--- src/rtl/comparator_4bit.sv ---
// rtl/comparator_4bit.sv - registered 4-bit magnitude comparator stage with cascade inputs
module comparator_4bit (
  input  logic       clk,
  input  logic       rst_n,
  input  logic       LT_IN,
  input  logic       EQ_IN,
  input  logic       GT_IN,
  output logic       LT_OUT,
  output logic       EQ_OUT,
  output logic       GT_OUT,
  input  logic [3:0] A,
  input  logic [3:0] B
);

  logic [3:0] bit_eq;
  logic [3:0] bit_gt;
  logic [3:0] bit_lt;
  logic       a_gt_b;
  logic       a_lt_b;
  logic       lt_next;
  logic       eq_next;
  logic       gt_next;

  // Per-bit equality (xnor) and strict greater/less terms.
  always_comb begin
    bit_eq = ~(A ^ B);
    bit_gt = A & ~B;
    bit_lt = ~A & B;
  end

  // MSB-first decision: a lower bit only counts if every higher bit is equal.
  always_comb begin
    a_gt_b = bit_gt[3]
           | (bit_eq[3] & bit_gt[2])
           | (bit_eq[3] & bit_eq[2] & bit_gt[1])
           | (bit_eq[3] & bit_eq[2] & bit_eq[1] & bit_gt[0]);
    a_lt_b = bit_lt[3]
           | (bit_eq[3] & bit_lt[2])
           | (bit_eq[3] & bit_eq[2] & bit_lt[1])
           | (bit_eq[3] & bit_eq[2] & bit_eq[1] & bit_lt[0]);
  end

  // Resolve the next one-hot result; on a tie the cascade inputs decide, EQ_IN first,
  // so illegal cascade combinations collapse to a single flag.
  always_comb begin
    lt_next = 1'b0;
    eq_next = 1'b0;
    gt_next = 1'b0;
    if (a_gt_b) begin
      gt_next = 1'b1;
    end else if (a_lt_b) begin
      lt_next = 1'b1;
    end else if (EQ_IN) begin
      eq_next = 1'b1;
    end else if (GT_IN) begin
      gt_next = 1'b1;
    end else if (LT_IN) begin
      lt_next = 1'b1;
    end else begin
      eq_next = 1'b1;
    end
  end

  // Output register loads every edge; reset forces the EQ result at once.
  always_ff @(posedge clk or negedge rst_n) begin
    if (!rst_n) begin
      LT_OUT <= 1'b0;
      EQ_OUT <= 1'b1;
      GT_OUT <= 1'b0;
    end else begin
      LT_OUT <= lt_next;
      EQ_OUT <= eq_next;
      GT_OUT <= gt_next;
    end
  end

endmodule

--- config.mk ---
export PLATFORM = sky130hd
export DESIGN_NAME = comparator_4bit
export DESIGN_NICKNAME = d
export VERILOG_FILES = /design/src/rtl/comparator_4bit.sv
export SDC_FILE = /design/constraint.sdc
export NUM_CORES = 1
export LEC_CHECK = 0
export BUFFER_PORTS_ARGS = -buffer_cell sky130_fd_sc_hd__buf_2
export CORE_AREA = 2 2 39 41
export CTS_BUF_LIST = sky130_fd_sc_hd__clkbuf_16
export DETAILED_ROUTE_END_ITERATION = 10
export DIE_AREA = 0 0 41 43
export GPL_TIMING_DRIVEN = 0
export PLACE_DENSITY_LB_ADDON = 0.25
export SYNTH_ARGS = -nofsm -noshare
export SYNTH_HDL_FRONTEND = slang
export SYNTH_SLANG_ARGS = --single-unit
--- constraint.sdc ---
create_clock -name clk -period 0.8 [get_ports clk]
set_input_delay 0.16 -clock clk [delete_from_list [all_inputs] [get_ports clk]]
set_output_delay 0.16 -clock clk [all_outputs]
set_load 0.1 [all_outputs]
==> metrics.yaml <==
final_layout:
  finish.instance_area_um2: 608
  antennaDiodeCount: 0
  syn2layout_area_growth_pct: 104
  mostFrequentLayoutCell: "buf_2"
  nets: 77
  drive_gt1_share_pct: 50.9
  final_cell_mix: "10 x buf_2, 6 x inv_1, 4 x nor2_1, 4 x ha_1"
routing:
  antenna_left: 0
  vias_per_cell: 4.42
  wirelength_um: 753
  first_pass_iters: 2
  dr.first_iter.drc_count: 3
  drc: 0
  vias: 323
  avgRoutedWirePerCell_um: 10.3
sta:
  final.min_clock_period_ns: 1.16
  hold_violations: 0
  tightestPinTransition_ns: 0.161
  timing.final.crit_share_pct: 145
  rsz0062_at_grt: "true"
  max_freq_mhz: 864
  setup_viol: 6
  slew_headroom_pct: 89.2
  finalMaxSlewViolations: 0
  post-route-worst-setup-slack_ns: -0.357
power_and_ir_drop:
  p_total_mw: 1.41
  leakage_nw: 0.298
  power_density_nw_per_um2: 2320
  peakVddDrop_uv: 635
clocking:
  root_buffer: "clkbuf_16"
  clk_path_buf_depth: 2
  cts_tree: "yes"
  htree_levels: 1
  clkSinkCount: 3
  cts_buffers: 3
  clk_pin_slew_ns: 0.03
worst_setup_path:
  critPathTopFamily: "flip-flops"
  critPathMaxStageDelay_ns: 0.61
  worstPathMaxFanout: 1
  critical_path_required_ns: 0.64
  cp.depth: 1
  cp.arrival_ns: 1.00
  crit_buf_inv: 1
  crit_type: "reg -> out"
  cp-end-kind: "output pin"
  cpMaxStageDelayCell: "dfstp_4"
  startpoint_type: "register"
  crit_chain: "buf_12"
floorplanning:
  start_util_pct: 21.5
  chipHeight_um: 43
  core_um2: 1380
  die-area_um2: 1760
  die_w_um: 41
  ios: 16
  num_rows: 14
synthesis:
  seq_area_frac_synth_pct: 25.6
  synth_fp_nets: 55
  ys_types: 18
  ys_seq_elements: 3
  synth_area_per_cell_um2: 8.27
  synth_area_um2: 298
  synth_warnings: 0
  syn_inst: 36
grt:
  grt_pass1_vias: 321
  grt_max_degree: 5
  grt_antenna_before_repair: 0
  grt_pass1_wl_um: 1150
  grt_usage_pct: 9.72
  overflow: 0
outcome:
  run_status: "complete, but fails checks"
  violations: "negative setup slack"
flow_run:
  drv_cap: 0
placement:
  gp_congestion: 0.771
  place_area_um2: 419
  hpwl_um: 526
  place.port_buffers: 15
min_path:
  hold_path_class: "in -> async"
==> power by group <==
part	switching (mW)	internal, mW
sequential	0.0154	0.187
combinational	0.240	0.180
clock	0.141	0.645
total	0.396	1.01
==> registers in the layout, indices dropped and copies added (netlist names) <==
signal / flops
EQ_OUT: 1
GT_OUT: 1
LT_OUT: 1
==> logic make-up after synthesis <==
logic type               share of synthesized area [%]
AO/OA/AOI/OAI                                     17.6
adder cells (fa/ha/maj)                           25.2
flip-flops                                        25.6
buffers and inverters                             7.56
XOR/XNOR                                          2.94
AND/OR/NAND/NOR                                   21.0
==> worst max-delay path by stage <==
stage                      from                to  slack (ns)
3_5_place_dp               A[2]  LT_OUT$_DFF_PN0_       -0.49
4_1_cts        EQ_OUT$_DFF_PN1_            EQ_OUT       -0.36
2_1_floorplan              B[2]  LT_OUT$_DFF_PN0_       -0.29
3_3_place_gp               B[2]  LT_OUT$_DFF_PN0_       -0.49
6_report       EQ_OUT$_DFF_PN1_            EQ_OUT       -0.36
5_1_grt        EQ_OUT$_DFF_PN1_            EQ_OUT       -0.37
==> final cells by class <==
type | count | area, um2
clock buffers | 3 | 75.1
clock inverters | 1 | 3.75
fillers | 139 | 776
inverters | 6 | 25.0
multi-input cells | 27 | 243
flip-flops and latches | 3 | 87.6
well taps | 16 | 20.0
repair buffers | 17 | 154
==> per-stage QoR <==
step / hold WS [ns] / cells / util, % / TNS, ns / setup slack, ns
floorplan: -0.136 / 36 / - / -0.787 / -0.290
global placement: -0.0433 / 67 / 30.3 / -1.91 / -0.493
detailed placement: -0.0425 / 67 / 30.3 / -1.92 / -0.487
CTS: 0.265 / 73 / 42.1 / -1.30 / -0.361
global route: 0.277 / 73 / 43.9 / -1.44 / -0.372
finish: 0.258 / 73 / 43.9 / -1.22 / -0.357
==> synthesized netlist by cell type <==
master	instances	area [um2]
nor2_1	5	18.8
and4bb_1	1	12.5
dfrtp_1	2	50.1
nand3_1	1	5.00
a21oi_2	1	8.76
and3_1	1	6.26
inv_1	6	22.5
xnor2_1	1	8.76
ha_1	6	75.1
a21oi_1	2	10.0
nand2_1	2	7.51
a21o_1	2	15.0
nand4_1	1	6.26
dfstp_2	1	26.3
o211ai_1	1	7.51
a31oi_1	1	6.26
o21ai_1	1	5.00
nor2b_1	1	6.26
==> per-layer routing <==
layer	up-vias	GRT usage (%)	share of wire, %
met5	-	0	0
met4	0	6.00	2.3
met3	2	3.14	7.0
met2	12	16.6	54
met1	146	9.27	37
li1	163	-	-
==> timing repair <==
action                     4_1_cts  5_1_grt
hold endpoints to repair         3        0
buffers inserted                 1        0
pin swaps                        6        9
resized for setup               16        6
setup endpoints to repair        6        6
hold buffers                     1        0
(Power assumes the default switching activity.)
